### src/rtl/stack_ctrl_pkg.sv
// stack_ctrl_pkg: shared types for the operand-stack sequencer.
//   stack_op_t : instruction codes carried on req_op (6 and 7 are illegal)
//   sc_op_t    : stack-counter commands driven to the sc block
//   state_t    : sequencer FSM states
//   op_legal() : true for the six defined instruction codes
package stack_ctrl_pkg;

   typedef enum logic [2:0] {
      S_PUSH  = 3'd0,
      S_POP   = 3'd1,
      S_DUP   = 3'd2,
      S_SWAP  = 3'd3,
      S_BINOP = 3'd4,
      S_DROP2 = 3'd5
   } stack_op_t;

   typedef enum logic [1:0] {
      SC_HOLD = 2'b00,
      ADV_1   = 2'b01,
      DES_1   = 2'b10,
      DES_2   = 2'b11
   } sc_op_t;

   typedef enum logic [2:0] {
      IDLE,
      EXEC,
      RD_A,
      RD_B,
      WR_RES,
      WR_DUP,
      SW_WR1,
      SW_WR2
   } state_t;

   localparam logic [4:0] MAX_DEPTH = 5'd16;

   function automatic logic op_legal(input logic [2:0] op);
      return op <= S_DROP2;
   endfunction

endpackage

### src/rtl/stack_ctrl_if.sv
// stack_ctrl_if: instruction request / completion bundle between decode
// (master) and stack_ctrl (slave).
//   req_valid, req_op, req_data : request from decode
//   req_ready                   : sequencer idle
//   done, err, pop_data         : completion pulse, reject flag, last POP value
interface stack_ctrl_if #(
   parameter int unsigned DW = 8
);
   logic          req_valid;
   logic          req_ready;
   logic [2:0]    req_op;
   logic [DW-1:0] req_data;
   logic [DW-1:0] pop_data;
   logic          done;
   logic          err;

   modport master (
      output req_valid, req_op, req_data,
      input  req_ready, pop_data, done, err
   );

   modport slave (
      input  req_valid, req_op, req_data,
      output req_ready, pop_data, done, err
   );
endinterface

### src/rtl/stack_depth.sv
// stack_depth: stack occupancy counter and bounds comparator.
//   clk, reset : clock, synchronous active-high reset
//   sc_op      : the command sent to sc; depth tracks it on the same edge
//   op         : instruction code being offered for accept
//   depth      : entries on the stack, 0..16
//   ok         : op fits the current depth (no overflow / underflow)
module stack_depth
   import stack_ctrl_pkg::*;
(
   input  logic       clk,
   input  logic       reset,
   input  sc_op_t     sc_op,
   input  logic [2:0] op,
   output logic [4:0] depth,
   output logic       ok
);

   always_ff @(posedge clk) begin
      if (reset) begin
         depth <= '0;
      end else begin
         case (sc_op)
            ADV_1:   depth <= depth + 5'd1;
            DES_1:   depth <= depth - 5'd1;
            DES_2:   depth <= depth - 5'd2;
            default: depth <= depth;
         endcase
      end
   end

   always_comb begin
      ok = 1'b0;
      case (op)
         S_PUSH:                  ok = (depth < MAX_DEPTH);
         S_DUP:                   ok = (depth != '0) && (depth < MAX_DEPTH);
         S_POP:                   ok = (depth != '0);
         S_SWAP, S_BINOP, S_DROP2: ok = (depth >= 5'd2);
         default:                 ok = 1'b0;
      endcase
   end

endmodule

### src/rtl/stack_ctrl.sv
// stack_ctrl: operand-stack sequencer. Accepts one instruction at a time,
// sequences reads/writes of the single-port stack RF and drives sc_op.
//   clk, reset  : clock, synchronous active-high reset
//   bus         : stack_ctrl_if.slave (req_valid/ready/op/data, done, err, pop_data)
//   sc          : current stack counter (next free slot)
//   sc_op       : stack-counter command, non-hold only in an op's final cycle
//   mem_addr/we/wdata, mem_rdata : stack RF port (combinational read)
//   alu_a/alu_b : registered operands (old top / old second)
//   alu_result  : combinational ALU output
//   depth       : entries on the stack (0 when bounds checking is off)
// Build option: STACK_CTRL_BOUNDS_CHECK_EN adds the depth counter and
// rejects overflowing/underflowing ops with err.
module stack_ctrl
   import stack_ctrl_pkg::*;
#(
   parameter int unsigned DW = 8
) (
   input  logic          clk,
   input  logic          reset,
   stack_ctrl_if.slave   bus,
   input  logic [3:0]    sc,
   output logic [1:0]    sc_op,
   output logic [3:0]    mem_addr,
   output logic          mem_we,
   output logic [DW-1:0] mem_wdata,
   input  logic [DW-1:0] mem_rdata,
   output logic [DW-1:0] alu_a,
   output logic [DW-1:0] alu_b,
   input  logic [DW-1:0] alu_result,
   output logic [4:0]    depth
);

   state_t        state;
   logic [2:0]    op_q;
   sc_op_t        sc_op_q;
   logic [3:0]    addr_q;
   logic          we_q;
   logic [DW-1:0] wdata_q;
   logic [DW-1:0] a_q;
   logic [DW-1:0] b_q;
   logic [DW-1:0] pop_q;
   logic          done_q;
   logic          err_q;
   logic          bounds_ok;
   logic          reject;
   logic [3:0]    sc_m1;
   logic [3:0]    sc_m2;

   assign sc_m1 = sc - 4'd1;
   assign sc_m2 = sc - 4'd2;

`ifdef STACK_CTRL_BOUNDS_CHECK_EN
   stack_depth u_depth (
      .clk   (clk),
      .reset (reset),
      .sc_op (sc_op_q),
      .op    (bus.req_op),
      .depth (depth),
      .ok    (bounds_ok)
   );
`else
   assign depth     = '0;
   assign bounds_ok = 1'b1;
`endif

   assign reject        = !op_legal(bus.req_op) || !bounds_ok;
   assign bus.req_ready = (state == IDLE);

   // Outputs are registered on the edge entering the state that uses them;
   // sc is stable for the whole op, so addresses computed at the previous
   // edge are still correct.
   always_ff @(posedge clk) begin
      if (reset) begin
         state   <= IDLE;
         op_q    <= '0;
         sc_op_q <= SC_HOLD;
         addr_q  <= '0;
         we_q    <= 1'b0;
         wdata_q <= '0;
         a_q     <= '0;
         b_q     <= '0;
         pop_q   <= '0;
         done_q  <= 1'b0;
         err_q   <= 1'b0;
      end else begin
         done_q <= 1'b0;
         err_q  <= 1'b0;
         unique case (state)
            IDLE: begin
               if (bus.req_valid) begin
                  op_q <= bus.req_op;
                  if (reject) begin
                     done_q <= 1'b1;
                     err_q  <= 1'b1;
                  end else begin
                     case (bus.req_op)
                        S_PUSH: begin
                           state   <= EXEC;
                           addr_q  <= sc;
                           we_q    <= 1'b1;
                           wdata_q <= bus.req_data;
                           sc_op_q <= ADV_1;
                        end
                        S_POP: begin
                           state   <= EXEC;
                           addr_q  <= sc_m1;
                           sc_op_q <= DES_1;
                        end
                        S_DROP2: begin
                           state   <= EXEC;
                           sc_op_q <= DES_2;
                        end
                        default: begin
                           state  <= RD_A;
                           addr_q <= sc_m1;
                        end
                     endcase
                  end
               end
            end
            EXEC: begin
               if (op_q == S_POP) pop_q <= mem_rdata;
               state   <= IDLE;
               we_q    <= 1'b0;
               sc_op_q <= SC_HOLD;
               done_q  <= 1'b1;
            end
            RD_A: begin
               a_q <= mem_rdata;
               if (op_q == S_DUP) begin
                  state   <= WR_DUP;
                  addr_q  <= sc;
                  we_q    <= 1'b1;
                  wdata_q <= mem_rdata;
                  sc_op_q <= ADV_1;
               end else begin
                  state  <= RD_B;
                  addr_q <= sc_m2;
               end
            end
            RD_B: begin
               b_q    <= mem_rdata;
               addr_q <= sc_m2;
               we_q   <= 1'b1;
               if (op_q == S_BINOP) begin
                  state   <= WR_RES;
                  sc_op_q <= DES_1;
               end else begin
                  state   <= SW_WR1;
                  wdata_q <= a_q;
               end
            end
            SW_WR1: begin
               state   <= SW_WR2;
               addr_q  <= sc_m1;
               wdata_q <= b_q;
            end
            WR_RES, WR_DUP, SW_WR2: begin
               state   <= IDLE;
               we_q    <= 1'b0;
               sc_op_q <= SC_HOLD;
               done_q  <= 1'b1;
            end
            default: state <= IDLE;
         endcase
      end
   end

   // alu_b only lands on the RD_B->WR_RES edge, so the result is written
   // straight from the ALU rather than through the write-data register.
   assign mem_wdata    = (state == WR_RES) ? alu_result : wdata_q;
   assign sc_op        = sc_op_q;
   assign mem_addr     = addr_q;
   assign mem_we       = we_q;
   assign alu_a        = a_q;
   assign alu_b        = b_q;
   assign bus.pop_data = pop_q;
   assign bus.done     = done_q;
   assign bus.err      = err_q;

endmodule

### src/flat_wrapper.sv
// flat-port wrapper written by rule: the top's interface ports become plain ports
module stack_ctrl_flat import stack_ctrl_pkg::*;
#(
   parameter int unsigned DW = 8
)
  (clk, reset, sc, sc_op, mem_addr, mem_we, mem_wdata, mem_rdata, alu_a, alu_b, alu_result, depth, bus_req_valid, bus_req_op, bus_req_data, bus_req_ready, bus_pop_data, bus_done, bus_err);
  stack_ctrl_if #(.DW(DW)) bus_i ();
  input  logic clk;
  input  logic reset;
  input  logic [3:0] sc;
  output logic [1:0] sc_op;
  output logic [3:0] mem_addr;
  output logic mem_we;
  output logic [DW-1:0] mem_wdata;
  input  logic [DW-1:0] mem_rdata;
  output logic [DW-1:0] alu_a;
  output logic [DW-1:0] alu_b;
  input  logic [DW-1:0] alu_result;
  output logic [4:0] depth;
  input wire logic [$bits(bus_i.req_valid)-1:0] bus_req_valid;
  input wire logic [$bits(bus_i.req_op)-1:0] bus_req_op;
  input wire logic [$bits(bus_i.req_data)-1:0] bus_req_data;
  output wire logic [$bits(bus_i.req_ready)-1:0] bus_req_ready;
  output wire logic [$bits(bus_i.pop_data)-1:0] bus_pop_data;
  output wire logic [$bits(bus_i.done)-1:0] bus_done;
  output wire logic [$bits(bus_i.err)-1:0] bus_err;
  assign bus_i.req_valid = bus_req_valid;
  assign bus_i.req_op = bus_req_op;
  assign bus_i.req_data = bus_req_data;
  assign bus_req_ready = bus_i.req_ready;
  assign bus_pop_data = bus_i.pop_data;
  assign bus_done = bus_i.done;
  assign bus_err = bus_i.err;
  stack_ctrl #(.DW(DW)) u_core (.clk(clk), .reset(reset), .bus(bus_i), .sc(sc), .sc_op(sc_op), .mem_addr(mem_addr), .mem_we(mem_we), .mem_wdata(mem_wdata), .mem_rdata(mem_rdata), .alu_a(alu_a), .alu_b(alu_b), .alu_result(alu_result), .depth(depth));
endmodule
### config.mk
export PLATFORM = sky130hd
export DESIGN_NAME = stack_ctrl_flat
export DESIGN_NICKNAME = d
export VERILOG_FILES = /design/src/rtl/stack_ctrl_pkg.sv /design/src/rtl/stack_ctrl_if.sv /design/src/rtl/stack_depth.sv /design/src/rtl/stack_ctrl.sv /design/src/flat_wrapper.sv
export SDC_FILE = /design/constraint.sdc
export NUM_CORES = 1
export LEC_CHECK = 0
export ABC_AREA = 0
export CAP_MARGIN = 0
export CORE_MARGIN = 5
export CORE_UTILIZATION = 30
export CTS_BUF_LIST = sky130_fd_sc_hd__clkbuf_16
export CTS_CLUSTER_DIAMETER = 100
export DETAILED_ROUTE_END_ITERATION = 10
export SYNTH_ARGS = -nofsm -noshare
export SYNTH_HDL_FRONTEND = slang
export SYNTH_SLANG_ARGS = --single-unit
### constraint.sdc
create_clock -name clk -period 3.4 [get_ports clk]
set_input_delay 0.51 -clock clk [delete_from_list [all_inputs] [get_ports clk]]
set_output_delay 0.51 -clock clk [all_outputs]
set_load 0.03 [all_outputs]
---- After elaboration in Yosys (flattened, before gate mapping) ----
Index checks and enable logic that the tools add are counted.
cells by class
  add/subtract/negate cells ............... 2
  order comparisons ....................... 1
  eq/ne operators ......................... 20
  multiplexer cells ....................... 32
  bitwise logic cells ..................... 1
  reduce and logical (&&, ||, !) cells .... 14
operators by type and width
  operator                                                          number
  8-bit two-way mux                                                 6
  8-bit case mux with 4 select lines                                1
  3-bit == test (second input constant)                             6
  4-bit case mux with 4 select lines                                1
  3-bit case mux with 5 select lines                                1
  2-bit two-way mux                                                 6
  4-bit two-way mux                                                 3
  6-bit AND reduction                                               2
  3-bit by 1-bit == test with 1-bit output (second input constant)  3
  3-bit by 2-bit == test with 1-bit output (second input constant)  3
  3-bit two-way mux                                                 3
  2-bit by 1-bit != test with 1-bit output (second input constant)  4
  2-bit case mux with 4 select lines                                1
  4-bit case mux with 2 select lines                                1
  4-bit nonzero test                                                2
  3-bit zero test                                                   2
  1-bit two-way mux                                                 6
  2-bit != test (second input constant)                             3
  2-bit case mux with 3 select lines                                1
  2-bit AND reduction                                               3
  5-bit AND reduction                                               1
  4-bit by 1-bit != test with 1-bit output (second input constant)  1
  1-bit case mux with 4 select lines                                1
  4-bit AND reduction                                               1
  other kinds (8)                                                   8
word-level totals
  flip-flop bits (word level) ............. 47
  bits of input ports ..................... 34
  output and inout port bits .............. 47
  logic and storage cells ................. 81

---- Logic depth before layout (Yosys ltp) ----
Gate-level depths: netlist of the first run.
  word-level depth ........................ 6
  mapped depth ............................ 7
  mapped depth without buffers ............ 7

---- Worst setup path after synthesis of the first run ----
Ideal clock, no wire load.
  kind .................................... register to output
  from .................................... reg u_core.state[1]
  to ...................................... out mem_wdata[0]
  arrival time ............................ 1524 ps
  setup slack ............................. 1366 ps
  stages on the path, launching flop included .. 5
  cells stage by stage .................... dfxtp_1 > clkbuf_1 > nand2b_1 > nor2_1 > mux2_2
between the ends
  word-level cells in the longest chain between the ends .. 2
RTL lines
  what                    line                text
  from (decl)             stack_ctrl.sv:33    state_t state;
  from (signal assigned)  stack_ctrl.sv:74    state <= IDLE;
  from (signal assigned)  stack_ctrl.sv:98    state <= EXEC;
  from (signal assigned)  stack_ctrl.sv:105   state <= EXEC;
  3-bit == test           stack_ctrl.sv:171   assign mem_wdata = (state == WR_RES) ? alu_result : wdata_q;
  8-bit two-way mux       stack_ctrl.sv:171
  to (decl)               flat_wrapper.sv:14  output logic [DW-1:0] mem_wdata;
Every way passes these cells.

---- Final worst setup path of the first run ----
  from .................................... reg u_core.state[2]
  to ...................................... out mem_wdata[4]
Same word-level chain as after synthesis.

==> results of run 1 <==
[cells by family (layout without fill, tap and decap cells)]
logic type               after synthesis  in the layout
AO/OA/AOI/OAI                         83             83
XOR/XNOR                               2              2
adder cells (fa/ha/maj)                3              3
buffers and inverters                 33             97
flip-flops                            47             47
multiplexers                          28             28
other                                  1              5
AND/OR/NAND/NOR                      111            111
[stage by stage]
step	total power (W)	setup slack (ns)
global placement	0.00101	0.722
detailed placement	0.00102	0.707
finish	0.00148	0.661
global route	0.00155	0.514
CTS	0.00150	0.627
floorplan	0.000872	1.37
[final timing paths]
path                                      start                end  slack [ns]  cells past startpoint
worst min register to register  u_core.alu_b[7]    u_core.alu_b[7]        0.47                      2
worst max register to register  u_core.state[2]  u_core.wdata_q[4]        1.12                      7
worst min-delay path            u_core.alu_b[7]    u_core.alu_b[7]        0.47                      2
worst max-delay path            u_core.state[2]       mem_wdata[4]        0.66                      5
[sequential cells by signal, indices dropped and copies added (netlist names)]
name and cells:
u_core.bus.pop_data 8, u_core.wdata_q 8, u_core.mem_addr 4, u_core.bus.err 1
u_core.sc_op 2, u_core.state 3, u_core.mem_we 1, u_core.bus.done 1
u_core.alu_b 8, u_core.alu_a 8, u_core.op_q 3
[cells in the mapped netlist (2+ instances only)]
library cell and count:
dfxtp_1 47, nand2_1 33, a21oi_1 31, nor2_1 31, nand3_1 18, mux2_2 15, o21ai_0 15, mux2i_1 13
clkbuf_1 11, o22ai_1 9, a22o_1 7, inv_1 7, buf_4 6, buf_2 5, nand2b_1 5, nor2b_1 5
a211oi_1 4, nor3_1 4, ha_1 3, nor3b_1 3, a21oi_2 2, a22oi_1 2, and2_1 2, buf_1 2
buf_6 2, xnor2_1 2
[power by group through the flow]
stage	Sequential, W	Combinational, W	Clock [W]
after floorplan	0.000650	0.000222	0
after global placement	0.000623	0.000392	0
after detailed placement	0.000623	0.000394	0
after CTS	0.000611	0.000396	0.000488
after global routing	0.000615	0.000426	0.000510
final	0.000611	0.000393	0.000472
[cell type report]
type / instances / area (um2) / area share, %
Inverter: 7 / 26.3 / 0.754
Clock buffer: 5 / 125 / 3.59
Clock inverter: 3 / 16.3 / 0.467
Multi-Input combinational cell: 232 / 1440 / 41.3
Tap cell: 105 / 131 / 3.77
Sequential cell: 47 / 941 / 27.0
Timing Repair Buffer: 82 / 803 / 23.1
[metal layers]
layer	share of wire [%]	up-vias
li1	-	1227
met1	47	1129
met2	46	67
met3	6.6	2
met4	0.70	0
met5	0	-
[cell usage in the layout (no fill, tap or decap), drive strengths merged, types with 2 or more instances in the layout]
cell / synthesis / routed
a21oi: 33 / 33
clkbuf: 11 / 5
a211oi: 4 / 4
or3: 2 / 2
nor3b: 4 / 4
nor2: 32 / 32
nand2: 33 / 33
ha: 3 / 3
inv: 7 / 8
clkinv: 0 / 2
mux2i: 13 / 13
mux2: 15 / 15
nor3: 4 / 4
or4b: 2 / 2
xnor2: 2 / 2
a22o: 7 / 7
clkdlybuf4s50: 0 / 75
nor2b: 5 / 5
dfxtp: 47 / 47
conb: 1 / 5
nand2b: 5 / 5
a22oi: 2 / 2
and2: 2 / 2
buf: 15 / 7
nand3: 18 / 18
o21ai: 15 / 15
o22ai: 10 / 10
[worst register-to-register path, cell delays in order (launching register included)]
cell	delay (ns)
dfxtp_1	0.52
buf_4	0.29
nand2b_1	0.13
buf_4	0.20
o32a_1	0.24
o31a_1	0.24
nor2b_1	0.42
a22o_1	0.19
==> out/qor.yml, run 1 <==
syn_inst: 308
tns_ns: 0
final_util_pct: 42.4
cts_root_buffer: "clkbuf_16"
drtAntennaViolNets: 0
ys_ff_latch: 47
insertion_delay_ns: 0.28
ctsResizeCount: 0
cts_num_sinks: 47
clkPwrFrac_pct: 31.9
diodes: 0
p_per_area_nw_per_um2: 424
period_share_pct: 80.6
gr-total-overflow: 0
start_kind: "flop"
critPathMaxFanout: 10
finalSetupViolations: 0
p_sw_share_pct: 30.3
synth-main-ff-cell: "dfxtp_1"
place_area_um2: 3340
grt.busiest_layer: "met2"
p_int_w: 0.00103
die_y_um: 102
synthXorXnorAreaFrac_pct: 0.691
fin_crit_ns: 2.74
status: "completed"
first_global_vias: 2268
antenna_found_initial: 0
whs_ns: 0.471
hold_violations: 0
met2_usage_pct: 21.9
ys_seq_area_share_pct: 37.1
num_rows: 33
cts_setup_buffers: 0
synth_edf_count: 0
synthesis.area_um2: 2530
drc_errors: 0
wl_per_cell_um: 15.4
vias_per_cell: 5.04
io_pins: 81
max_cap_viol_count: 0
grt_usage_pct: 14.0
yosysTopAreaCellShare_pct: 37.1
place_hpwl_um: 5450
cpMaxStageDelayCell: "clkdlybuf4s50_1"
ctsHoldBuffers: 0
via_count: 2425
hold_path.class: "flop to flop"
h-tree-depth: 2
worstPathRequired_ns: 2.89
crit_type: "flop to output pin"
synthArstFlopShare_pct: 0
yosys_warnings: 0
p_seq_share_pct: 41.4
core-area_um2: 8220
nets: 412
gp_congestion: 0.869
vdd_drop_max_uv: 244
synth_compound_gate_area_share_pct: 20.8
worst_pin_slew_ns: 0.694
synthMuxAreaShare_pct: 11.8
critical-path-max-stage-delay_ns: 0.59
clock_path_buffers: 2
max_freq_ghz: 0.365
grt_setup_unrepaired: "no"
crit_family: "buffers and inverters"
synth.avg_cell_area_um2: 8.23
netlist_top_cells_area: "dfxtp_1, mux2_2, a21oi_1, mux2i_1, nand2_1"
ys_types: 50
worst_clock_skew_ns: 0.00390
firstDrtPassIters: 4
drive_above_1_share_pct: 9.57
crit_arrival_ns: 2.23
drtIter0Drc: 118
grt_max_degree: 35
path_buf_inv: 2
drt_wl_total_um: 7420
switchingPower_w: 0.000447
gr-usage-met3_pct: 3.34
synth_top_family_by_area: "simple AND/OR/NAND/NOR gates"
slew_headroom_pct: 53.5
p_leak_nw: 1.32
cp-end-kind: "output pin"
die_w_um: 102
port_buffers: 75
synth-simple-area-share_pct: 21.3
clk_pin_slew_worst_paths_ns: 0.06
power_frac_comb_pct: 26.6
use_met1_pct: 19.8
area_delta_synth_final_pct: 37.5
slew_violations: 0
fin_cells: 481
dp_cells: 473
yosys.area.top_type: "dfxtp_1"
yosys.area_share.adder_pct: 1.48
cts_tree: "built"
fillCellCount: 811
numCtsBuffers: 5
start_util_pct: 30.8
dieArea_um2: 10400
path_cells: "nand2b_1 -> nor2_1 -> buf_4 -> mux2_2 -> clkdlybuf4s50_1"
final_area_um2: 3480
grt_pass1_wl_um: 11600
Power figures use the tool's default switching activity.
==> run 2: changes to the inputs <==
==> constraint.sdc (replaced) <==
create_clock -name clk -period 2.3 [get_ports clk]
set_input_delay 0.345 -clock clk [delete_from_list [all_inputs] [get_ports clk]]
set_output_delay 0.345 -clock clk [all_outputs]
set_load 0.03 [all_outputs]
==> run 2 against run 1 <==
Compared with the run above: critical path type unchanged; via count grew 1.6%; cell area grew 2.0%; register-to-register slack lost 0.81 ns; highest routed layer unchanged; global-route usage grew 0.51 points; critical path depth is the same; sequential share of layout area shrank 0.46 points; combinational power grew 48%; routed wire length shrank 0.92%; clock power grew 80%.
==> out/qor.yml, run 2 (synthesized netlist as in run 1, its figures left out) <==
status: "completed"  # unchanged
hold_path.class: "flop to flop"  # unchanged
tns_ns: 0  # unchanged
path_buf_inv: 2  # unchanged
worst_clock_skew_ns: 0.00783  # was 0.00390 ns
drive_above_1_share_pct: 14.6  # was 9.57%
final_area_um2: 3550  # was 3480 um2
final_cell_mix: "clkdlybuf4s50_1, dfxtp_1, nand2_1"  # unchanged
p_int_w: 0.00165  # was 0.00103 W
period_share_pct: 91.8
power_frac_comb_pct: 24.9  # was 26.6%
slew_violations: 0  # unchanged
gp_congestion: 0.853  # was 0.869
start_kind: "flop"  # unchanged
worstPathRequired_ns: 1.96  # was 2.89 ns
worst_pin_slew_ns: 0.651  # was 0.694 ns
ctsResizeCount: 0  # unchanged
wl_per_cell_um: 15.1  # was 15.4 um
dieArea_um2: 10400  # unchanged
max_freq_ghz: 0.474
ctsHoldBuffers: 0  # unchanged
cp-end-kind: "output pin"  # unchanged
hold_violations: 0  # unchanged
numCtsBuffers: 5  # unchanged
p_seq_share_pct: 38.8  # was 41.4%
drtIter0Drc: 184  # was 118
cts_num_sinks: 47  # unchanged
slew_headroom_pct: 56.5  # was 53.5%
crit_family: "flip-flops"  # was buffers and inverters
die_w_um: 102  # unchanged
p_per_area_nw_per_um2: 658  # was 424 nW/um2
clkPwrFrac_pct: 36.4  # was 31.9%
num_rows: 33  # unchanged
place_hpwl_um: 5450  # about the same
critical-path-max-stage-delay_ns: 0.41  # was 0.59 ns
io_pins: 81  # unchanged
critPathMaxFanout: 10  # unchanged
power_w: 0.00234  # was 0.00148 W
fin_ws_ns: 0.189  # was 0.661 ns
first_global_vias: 2393  # was 2268
insertion_delay_ns: 0.29  # was 0.28 ns
clk_pin_slew_worst_paths_ns: 0.07  # was 0.06 ns
grt_pass1_wl_um: 12000  # was 11600 um
grt_max_degree: 30  # was 35
firstDrtPassIters: 4  # unchanged
core-area_um2: 8220  # unchanged
antenna_found_initial: 0  # unchanged
nets: 419  # was 412
path_cells: "nand2b_1 -> nor2_1 -> buf_4 -> mux2_2 -> buf_4"  # was nand2b_1 -> nor2_1 -> buf_4 -> mux2_2 -> clkdlybuf4s50_1
crit_type: "flop to output pin"  # unchanged
dp_cells: 480  # was 473
fin_crit_ns: 2.11
drc_errors: 0  # unchanged
drtAntennaViolNets: 0  # unchanged
place_area_um2: 3370  # was 3340 um2
final_common_cell: "clkdlybuf4s50_1"  # unchanged
finalSetupViolations: 0  # unchanged
h-tree-depth: 2  # unchanged
drt_wl_total_um: 7360  # was 7420 um
switchingPower_w: 0.000693  # was 0.000447 W
crit_arrival_ns: 1.77  # was 2.23 ns
grt_usage_pct: 14.5  # was 14.0%
cts_root_buffer: "clkbuf_16"  # unchanged
vias_per_cell: 5.05  # was 5.04
vdd_drop_max_uv: 366  # was 244 uV
place_ws_ns: 0.0738  # was 0.707 ns
start_util_pct: 30.8  # unchanged
port_buffers: 75  # unchanged
area_delta_synth_final_pct: 40.2  # was 37.5%
gr-total-overflow: 0  # unchanged
max_cap_viol_count: 0  # unchanged
fin_cells: 488  # was 481
diodes: 0  # unchanged
die_y_um: 102  # unchanged
clock_path_buffers: 2  # unchanged
p_sw_share_pct: 29.6  # was 30.3%
p_leak_nw: 1.38  # was 1.32 nW
cpMaxStageDelayCell: "dfxtp_1"  # was clkdlybuf4s50_1
cts_tree: "built"  # unchanged
cp_common_cell: "buf_4"
cts_setup_buffers: 0  # unchanged
grt_setup_unrepaired: "no"  # unchanged
via_count: 2463  # was 2425
[run 2: final timing paths]
check | from | end | slack, ns | depth (start not counted)
worst min register to register | u_core.alu_b[1] | u_core.alu_b[1] | 0.48 | 2
worst min-delay path | u_core.alu_b[1] | u_core.alu_b[1] | 0.48 | 2
worst max-delay path | u_core.state[1] | mem_wdata[2] | 0.19 | 5
worst max register to register | u_core.state[2] | u_core.sc_op[1] | 0.31 | 6
[run 2: power groups by stage]
stage               Clock (W)  Combinational [W]  Sequential [W]
global route         0.000897           0.000636        0.000913
detailed placement          0           0.000582        0.000925
global placement            0           0.000578        0.000924
floorplan                   0           0.000328        0.000961
CTS                  0.000869           0.000585        0.000906
finish               0.000850           0.000581        0.000907
[run 2: area by class of cell]
cell class | count | area [um2]
Sequential cell | 47 | 943
Inverter | 7 | 26.3
Clock inverter | 3 | 47.5
Tap cell | 105 | 131
Clock buffer | 5 | 125
Multi-Input combinational cell | 232 | 1450
Timing Repair Buffer | 89 | 833
Fill cell | 801 | 4660
[run 2: tightest hold or removal path: stages, from the launching register on]
cell	delay (ns)
dfxtp_1	0.32
nand2_1	0.05
a21oi_1	0.05
[run 2: per-stage QoR]
stage          utilization, %  hold WS [ns]
2_1_floorplan               -         0.445
3_3_place_gp             41.0         0.459
3_5_place_dp             41.0         0.461
4_1_cts                  43.1         0.476
5_1_grt                  43.2         0.487
6_report                 43.2         0.475
[run 2: layer usage]
| metal | track usage, % | part of all wire, % | vias up | routed length, um |
|---|---|---|---|---|
| met2 | 23.6 | 46 | 72 | 3350 |
| met4 | 3.63 | 1.0 | 0 | 76 |
| li1 | - | - | 1242 | - |
| met3 | 3.69 | 7.1 | 7 | 521 |
| met1 | 19.3 | 46 | 1142 | 3410 |
| met5 | 0 | 0 | - | 0 |
